### config.mk
export PLATFORM = sky130hd
export DESIGN_NAME = muldiv_unit
export DESIGN_NICKNAME = d
export VERILOG_FILES = /design/src/rtl/muldiv_unit.sv
export SDC_FILE = /design/constraint.sdc
export NUM_CORES = 2
export LEC_CHECK = 0
export CELL_PAD_IN_SITES_DETAIL_PLACEMENT = 0
export CELL_PAD_IN_SITES_GLOBAL_PLACEMENT = 2
export CORE_MARGIN = 2
export CORE_UTILIZATION = 37
export CTS_BUF_LIST = sky130_fd_sc_hd__clkbuf_8
export CTS_CLUSTER_DIAMETER = 150
export DETAILED_ROUTE_END_ITERATION = 6
export GPL_ROUTABILITY_DRIVEN = 0
export GPL_TIMING_DRIVEN = 0
export PLACE_DENSITY_LB_ADDON = 0.1
export SETUP_SLACK_MARGIN = 0.02
export SKIP_LAST_GASP = 1
export SLEW_MARGIN = 30
export SYNTH_ARGS = -nofsm -noshare
export SYNTH_HDL_FRONTEND = slang
export SYNTH_SLANG_ARGS = --single-unit
### constraint.sdc
create_clock -name clk -period 11.6 [get_ports clk]
set_clock_uncertainty 0.05 [all_clocks]
set_input_delay 1.74 -clock clk [delete_from_list [all_inputs] [get_ports clk]]
set_output_delay 1.74 -clock clk [all_outputs]
set_load 0.05 [all_outputs]
### src/rtl/muldiv_unit.sv
// muldiv_unit: iterative multiply/divide engine feeding the HI/LO register.
// Multiplies (MULT/MULTU/MADD/MADDU/MSUB/MSUBU) complete after MUL_LAT cycles,
// plus one cycle for the HI/LO accumulate step. Divides (DIV/DIVU) use a
// restoring radix-2 loop of 32 iterations followed by a sign-fix cycle.
//
// Optional build macro MULDIV_DIV_EARLY_EN: when defined, a divide whose
// divisor is zero or whose dividend magnitude is below the divisor magnitude
// skips the iteration loop and completes one cycle after start.
//
// state | meaning
// IDLE  | waiting for start
// MUL   | multiply pipeline delay (down-counter)
// ACC   | HI/LO +/- product for MADD/MSUB variants
// DIV   | one restoring division step per cycle (down-counter)
// FIX   | apply quotient/remainder signs, divide-by-zero override
// DONE  | result presented, hilo_we pulses; new start accepted here
module muldiv_unit #(
    parameter int MUL_LAT = 2
) (
    input  logic        clk,
    input  logic        rst,
    input  logic        start,
    input  logic [2:0]  op,
    input  logic [31:0] opa,
    input  logic [31:0] opb,
    input  logic [63:0] hilo_rdata,
    input  logic        cancel,
    output logic        busy,
    output logic        done,
    output logic        hilo_we,
    output logic [63:0] hilo_wdata
);

    typedef enum logic [2:0] {
        S_IDLE = 3'd0,
        S_MUL  = 3'd1,
        S_ACC  = 3'd2,
        S_DIV  = 3'd3,
        S_FIX  = 3'd4,
        S_DONE = 3'd5
    } state_t;

    state_t      state_q, state_d;
    logic [4:0]  cnt_q, cnt_d;
    logic        sgn_q, sgn_d;
    logic        acc_q, acc_d;
    logic        sub_q, sub_d;
    logic        neg_quo_q, neg_quo_d;
    logic        neg_rem_q, neg_rem_d;
    logic        div0_q, div0_d;
    logic [31:0] a_q, a_d;
    logic [31:0] b_q, b_d;
    logic [31:0] quo_q, quo_d;
    logic [31:0] rem_q, rem_d;
    logic [63:0] hilo_q, hilo_d;
    logic [63:0] prod_q, prod_d;
    logic [63:0] result_q, result_d;
    logic        done_q, done_d;

    logic        accept;
    logic        in_div;
    logic        in_sgn;
    logic        in_acc;
    logic        early;
    logic [31:0] mag_a;
    logic [31:0] mag_b;
    logic [63:0] mul_a;
    logic [63:0] mul_b;
    logic [63:0] product;
    logic [63:0] acc_sum;
    logic [32:0] rem_sh;
    logic [31:0] trial;
    logic        trial_ok;
    logic [31:0] quo_fix;
    logic [31:0] rem_fix;
    logic [63:0] div_result;

    // Decode the incoming operation and decide whether it is accepted this edge
    always_comb begin
        in_div = op[2] & op[1];
        in_sgn = ~op[0];
        in_acc = op[2] ^ op[1];
        accept = start & ~cancel & ((state_q == S_IDLE) | (state_q == S_DONE));
        mag_a  = (in_sgn & opa[31]) ? (32'd0 - opa) : opa;
        mag_b  = (in_sgn & opb[31]) ? (32'd0 - opb) : opb;
`ifdef MULDIV_DIV_EARLY_EN
        early  = in_div & ((opb == 32'd0) | (mag_a < mag_b));
`else
        early  = 1'b0;
`endif
    end

    // Arithmetic on the captured operands: product, accumulate, divide step, sign fix
    always_comb begin
        // Low 64 bits of the product of sign/zero-extended operands are exact
        mul_a      = {{32{sgn_q & a_q[31]}}, a_q};
        mul_b      = {{32{sgn_q & b_q[31]}}, b_q};
        product    = mul_a * mul_b;
        acc_sum    = sub_q ? (hilo_q - prod_q) : (hilo_q + prod_q);
        rem_sh     = {rem_q, quo_q[31]};
        trial_ok   = rem_sh >= {1'b0, b_q};
        trial      = rem_sh[31:0] - b_q;
        quo_fix    = neg_quo_q ? (32'd0 - quo_q) : quo_q;
        rem_fix    = neg_rem_q ? (32'd0 - rem_q) : rem_q;
        div_result = div0_q ? {a_q, 32'hFFFF_FFFF} : {rem_fix, quo_fix};
    end

    // Next-state logic; cancel always returns to IDLE
    always_comb begin
        state_d = state_q;
        case (state_q)
            S_IDLE: if (accept) state_d = in_div ? (early ? S_FIX : S_DIV) : S_MUL;
            S_MUL:  if (cnt_q == 5'd0) state_d = acc_q ? S_ACC : S_DONE;
            S_ACC:  state_d = S_DONE;
            S_DIV:  if (cnt_q == 5'd0) state_d = S_FIX;
            S_FIX:  state_d = S_DONE;
            S_DONE: state_d = accept ? (in_div ? (early ? S_FIX : S_DIV) : S_MUL) : S_IDLE;
            default: state_d = S_IDLE;
        endcase
        if (cancel) state_d = S_IDLE;
        done_d = (state_d == S_DONE);
    end

    // Datapath next values: capture on accept, then step per state
    always_comb begin
        cnt_d     = cnt_q;
        sgn_d     = sgn_q;
        acc_d     = acc_q;
        sub_d     = sub_q;
        neg_quo_d = neg_quo_q;
        neg_rem_d = neg_rem_q;
        div0_d    = div0_q;
        a_d       = a_q;
        b_d       = b_q;
        quo_d     = quo_q;
        rem_d     = rem_q;
        hilo_d    = hilo_q;
        prod_d    = prod_q;
        result_d  = result_q;
        if (accept) begin
            a_d       = opa;
            b_d       = in_div ? mag_b : opb;
            sgn_d     = in_sgn;
            acc_d     = in_acc;
            sub_d     = op[2];
            hilo_d    = hilo_rdata;
            cnt_d     = in_div ? 5'd31 : 5'(MUL_LAT - 1);
            quo_d     = early ? 32'd0 : mag_a;
            rem_d     = early ? mag_a : 32'd0;
            neg_quo_d = in_sgn & (opa[31] ^ opb[31]);
            neg_rem_d = in_sgn & opa[31];
            div0_d    = (opb == 32'd0);
        end else begin
            case (state_q)
                S_MUL: begin
                    if (cnt_q != 5'd0) cnt_d = cnt_q - 5'd1;
                    else if (acc_q) prod_d = product;
                    else if (!cancel) result_d = product;
                end
                S_ACC: if (!cancel) result_d = acc_sum;
                S_DIV: begin
                    if (cnt_q != 5'd0) cnt_d = cnt_q - 5'd1;
                    quo_d = {quo_q[30:0], trial_ok};
                    rem_d = trial_ok ? trial : rem_sh[31:0];
                end
                S_FIX: if (!cancel) result_d = div_result;
                default: ;
            endcase
        end
    end

    // State and datapath registers
    always_ff @(posedge clk or posedge rst) begin
        if (rst) begin
            state_q   <= S_IDLE;
            cnt_q     <= '0;
            sgn_q     <= 1'b0;
            acc_q     <= 1'b0;
            sub_q     <= 1'b0;
            neg_quo_q <= 1'b0;
            neg_rem_q <= 1'b0;
            div0_q    <= 1'b0;
            a_q       <= '0;
            b_q       <= '0;
            quo_q     <= '0;
            rem_q     <= '0;
            hilo_q    <= '0;
            prod_q    <= '0;
            result_q  <= '0;
            done_q    <= 1'b0;
        end else begin
            state_q   <= state_d;
            cnt_q     <= cnt_d;
            sgn_q     <= sgn_d;
            acc_q     <= acc_d;
            sub_q     <= sub_d;
            neg_quo_q <= neg_quo_d;
            neg_rem_q <= neg_rem_d;
            div0_q    <= div0_d;
            a_q       <= a_d;
            b_q       <= b_d;
            quo_q     <= quo_d;
            rem_q     <= rem_d;
            hilo_q    <= hilo_d;
            prod_q    <= prod_d;
            result_q  <= result_d;
            done_q    <= done_d;
        end
    end

    // Outputs: busy decoded from state, write strobe and data from registers
    always_comb begin
        busy       = (state_q == S_MUL) | (state_q == S_ACC) |
                     (state_q == S_DIV) | (state_q == S_FIX);
        done       = done_q;
        hilo_we    = done_q;
        hilo_wdata = result_q;
    end

endmodule

==> flow_metrics.env <==
export IMPL_timing_rr_end="hilo_wdata[63]"
export IMPL_drt_antenna_violating_nets=0
export IMPL_core_sq_um=163000
export IMPL_maxCapViolations=0
export IMPL_clkTransAtPathRegs_ns=0.06
export IMPL_finish_utilization_pct=41.4
export IMPL_cts_root_buf="sky130_fd_sc_hd__clkbuf_8"
export IMPL_setup_worst_path_start_class="flop"
export IMPL_drive_above_1_share_pct=4.25
export IMPL_number_of_cells_on_the_worst_hold_path=2
export IMPL_timing_setup_tns_ns=0
export IMPL_reg2regPathDepth=27
export IMPL_drt_wirelength_per_cell_um=29.1
export IMPL_port_buffer_count=201
export IMPL_yosys_register_bits=335
export IMPL_worst_case_headroom_to_the_max_slew_limit_pct=23.5
export IMPL_leading_cell_types_in_the_layout_fill_and_taps_excluded="sky130_fd_sc_hd__nand2_1, sky130_fd_sc_hd__inv_1, sky130_fd_sc_hd__fa_1, sky130_fd_sc_hd__and2_1, sky130_fd_sc_hd__dfrtp_1"
export IMPL_timing_setup_critical_path_class="reg2reg"
export IMPL_yosys_warnings=0
export IMPL_placedInstanceArea_sq_um=66100
export IMPL_post_synth_cell_area_avg_sq_um=8.61
export IMPL_cp_data_arrival_time_ns=11.84
export IMPL_grt_pass1_wl_mm=396
export IMPL_portion_of_the_post_synthesis_area_used_by_sequential_elements_pct=13.8
export IMPL_worst_slew_pin_transition_ns=1.15
export IMPL_rows=148
export IMPL_max_stage_delay_ns=0.98
export IMPL_crit_required_ns=12.19
export IMPL_timing_critical_path_slowest_stage_cell="sky130_fd_sc_hd__dfrtp_1"
export IMPL_final_hold_violating_endpoints=0
export IMPL_grt_overflow_total=0
export IMPL_timing_critical_path_fanout_max=11
export IMPL_design_final_nets=8937
export IMPL_synth_area_leader_cell="sky130_fd_sc_hd__fa_1"
export IMPL_synthesis_instances=7080
export IMPL_design_area_sq_um=67600
export IMPL_final_number_of_setup_violating_endpoints=0
export IMPL_route_detailed_vias_per_inst=5.44
export IMPL_tritoncts="yes"
export IMPL_netlist_cell_type_count=73
export IMPL_tritoncts_num_buffers=68
export IMPL_min_delay_start="hilo_wdata[13]"
export IMPL_dpl_hpwl_mm=231
export IMPL_clock_insertion_delay_worst_skew_ns=0.77
export IMPL_cts_max_level=3
export IMPL_min_path_type="reg2reg"
export IMPL_mappedNetlistArea_sq_um=60900
export IMPL_reg2reg_setup_slack_ns=0.35
export IMPL_fmax_ghz=0.0889
export IMPL_critical_path_s_most_frequent_cell="sky130_fd_sc_hd__fa_1"
export IMPL_final_period_utilization_pct=97.0
export IMPL_fin_crit_ns=11.25
export IMPL_floorplan_io_pins=202
export IMPL_status="finished, final reports clean"
export IMPL_start_util_pct=37.4
export IMPL_post_synth_top_area_fraction_pct=37.0
export IMPL_async_flop_share_pct=100
export IMPL_drt_initial_drc_count=5376
export IMPL_die_area_sq_um=168000
export IMPL_first_global_vias=53700
export IMPL_grt_usage_pct=33.5
export IMPL_final_max_slew_viols=0
export IMPL_routed_via_count=52300
export IMPL_grt_start_max_net_pins=86
export IMPL_die_height_um=410
export IMPL_area_sequential_sq_um=8380
export IMPL_worst_setup_path_end_kind="flop"
export IMPL_grt_antenna_before_repair=38
export IMPL_max_clock_buf_depth=3
export IMPL_wirelength_mm=280
export IMPL_mappedNetlistNets=8656
export IMPL_area_growth_synth_to_final_pct=10.9
export IMPL_synth_enable_flop_cells=0
export IMPL_final_common_cell="sky130_fd_sc_hd__nand2_1"
export IMPL_synth_top_cells_by_area="sky130_fd_sc_hd__fa_1, sky130_fd_sc_hd__dfrtp_1, sky130_fd_sc_hd__nand2_1"
export IMPL_drt_pass1_iterations=6
export IMPL_rsz0062_at_grt="no"
export IMPL_clock_sink_count=335
export IMPL_nFillCells=16800
export IMPL_synth_main_ff_cell="sky130_fd_sc_hd__dfrtp_1"
export IMPL_timing_hold_worst_endpoint="hilo_wdata[13]"
export IMPL_die_width_um=410
export IMPL_post_cts_buffers=0
export IMPL_reg2reg_from="b_q[11]"
export IMPL_drt_drc_violations_left=0
export IMPL_multiInputGateArea_sq_um=46400
## cell families (layout without fill, tap and decap cells)
kind of cell | after synthesis | after routing | synth area share, %
AND/OR/NAND/NOR | 2253 | 2253 | 16.6
other | 0 | 18 | 0
AO/OA/AOI/OAI | 1013 | 1013 | 10.1
adder cells (fa/ha/maj) | 1441 | 1441 | 43.5
buffers and inverters | 1639 | 1972 | 10.1
XOR/XNOR | 339 | 339 | 4.87
flip-flops | 335 | 335 | 13.8
multiplexers | 60 | 60 | 1.07
## layout make-up
type                            instances  share of cell area (%)
Antenna cell                           18                  0.0666
Multi-Input combinational cell       5106                    68.7
Tap cell                             2175                    4.03
Buffer                                408                    2.48
Inverter                             1231                    6.85
Clock inverter                         34                   0.381
Clock buffer                           88                    1.79
Timing Repair Buffer                  211                    3.33
Sequential cell                       335                    12.4
## flip-flops by register name, indices dropped and copies added, names as in the netlist
name,cells
hilo_q,64
sub_q,1
prod_q,64
sgn_q,1
b_q,32
acc_q,1
hilo_wdata,64
cnt_q,5
done,1
neg_rem_q,1
neg_quo_q,1
rem_q,32
state_q,3
div0_q,1
a_q,32
quo_q,32
## stage by stage
step / hold WS (ns) / cells / setup slack, ns
after floorplan: 0.400 / 7080 / 0.528
final: 0.421 / 9606 / 0.348
after CTS: 0.430 / 9587 / 0.413
after global placement: 0.412 / 9456 / -5.04
after global routing: 0.443 / 9589 / 0.0541
after detailed placement: 0.416 / 9465 / 0.391
## timing repair
item / in CTS / in global routing
hold buffers: 0 / 0
resized for setup: 0 / 2
endpoints found under the setup margin: 0 / 7
hold endpoints to repair: 0 / 0
## Yosys cell counts, drive strengths merged (24+ instances only)
master  count
nand2    1291
inv      1231
fa       1127
clkbuf    399
and2      390
dfrtp     335
ha        314
o21ai     307
a21oi     301
nor2      267
xnor2     222
xor2      117
a21o       86
a31oi      69
nor3       54
nand3      46
and3       40
mux2       39
o31ai      32
nand4      28
nand2b     26
or3        24
## metal layers
layer	up-vias	share of wire, %	GRT usage (%)	routed length, um
li1	22500	-	-	-
met2	2182	45	52.2	126000
met3	428	8.3	6.89	23300
met5	-	0	0	0
met1	27200	42	45.4	118000
met4	0	4.7	13.3	13200
## worst max-delay path by stage
stage | to | cells past startpoint | from
3_5_place_dp | hilo_wdata[52] | 30 | sgn_q
3_3_place_gp | hilo_wdata[62] | 2 | rst
6_report | hilo_wdata[63] | 27 | b_q[11]
5_1_grt | hilo_wdata[63] | 29 | b_q[7]
2_1_floorplan | a_q[0] | 1 | rst
4_1_cts | hilo_wdata[52] | 30 | sgn_q
## critical path, delay by kind of cell (launching register included)
| kind | cells | cell delay [ns] |
|---|---|---|
| compound gates | 6 | 3.02 |
| xor+xnor | 1 | 0.20 |
| fa+ha+maj | 9 | 4.30 |
| buf+inv | 6 | 1.38 |
| flops | 1 | 0.98 |
| simple gates | 5 | 1.16 |
Power is not shown: default switching activity piles up to over one toggle a cycle in this logic, so the estimate is an artifact.
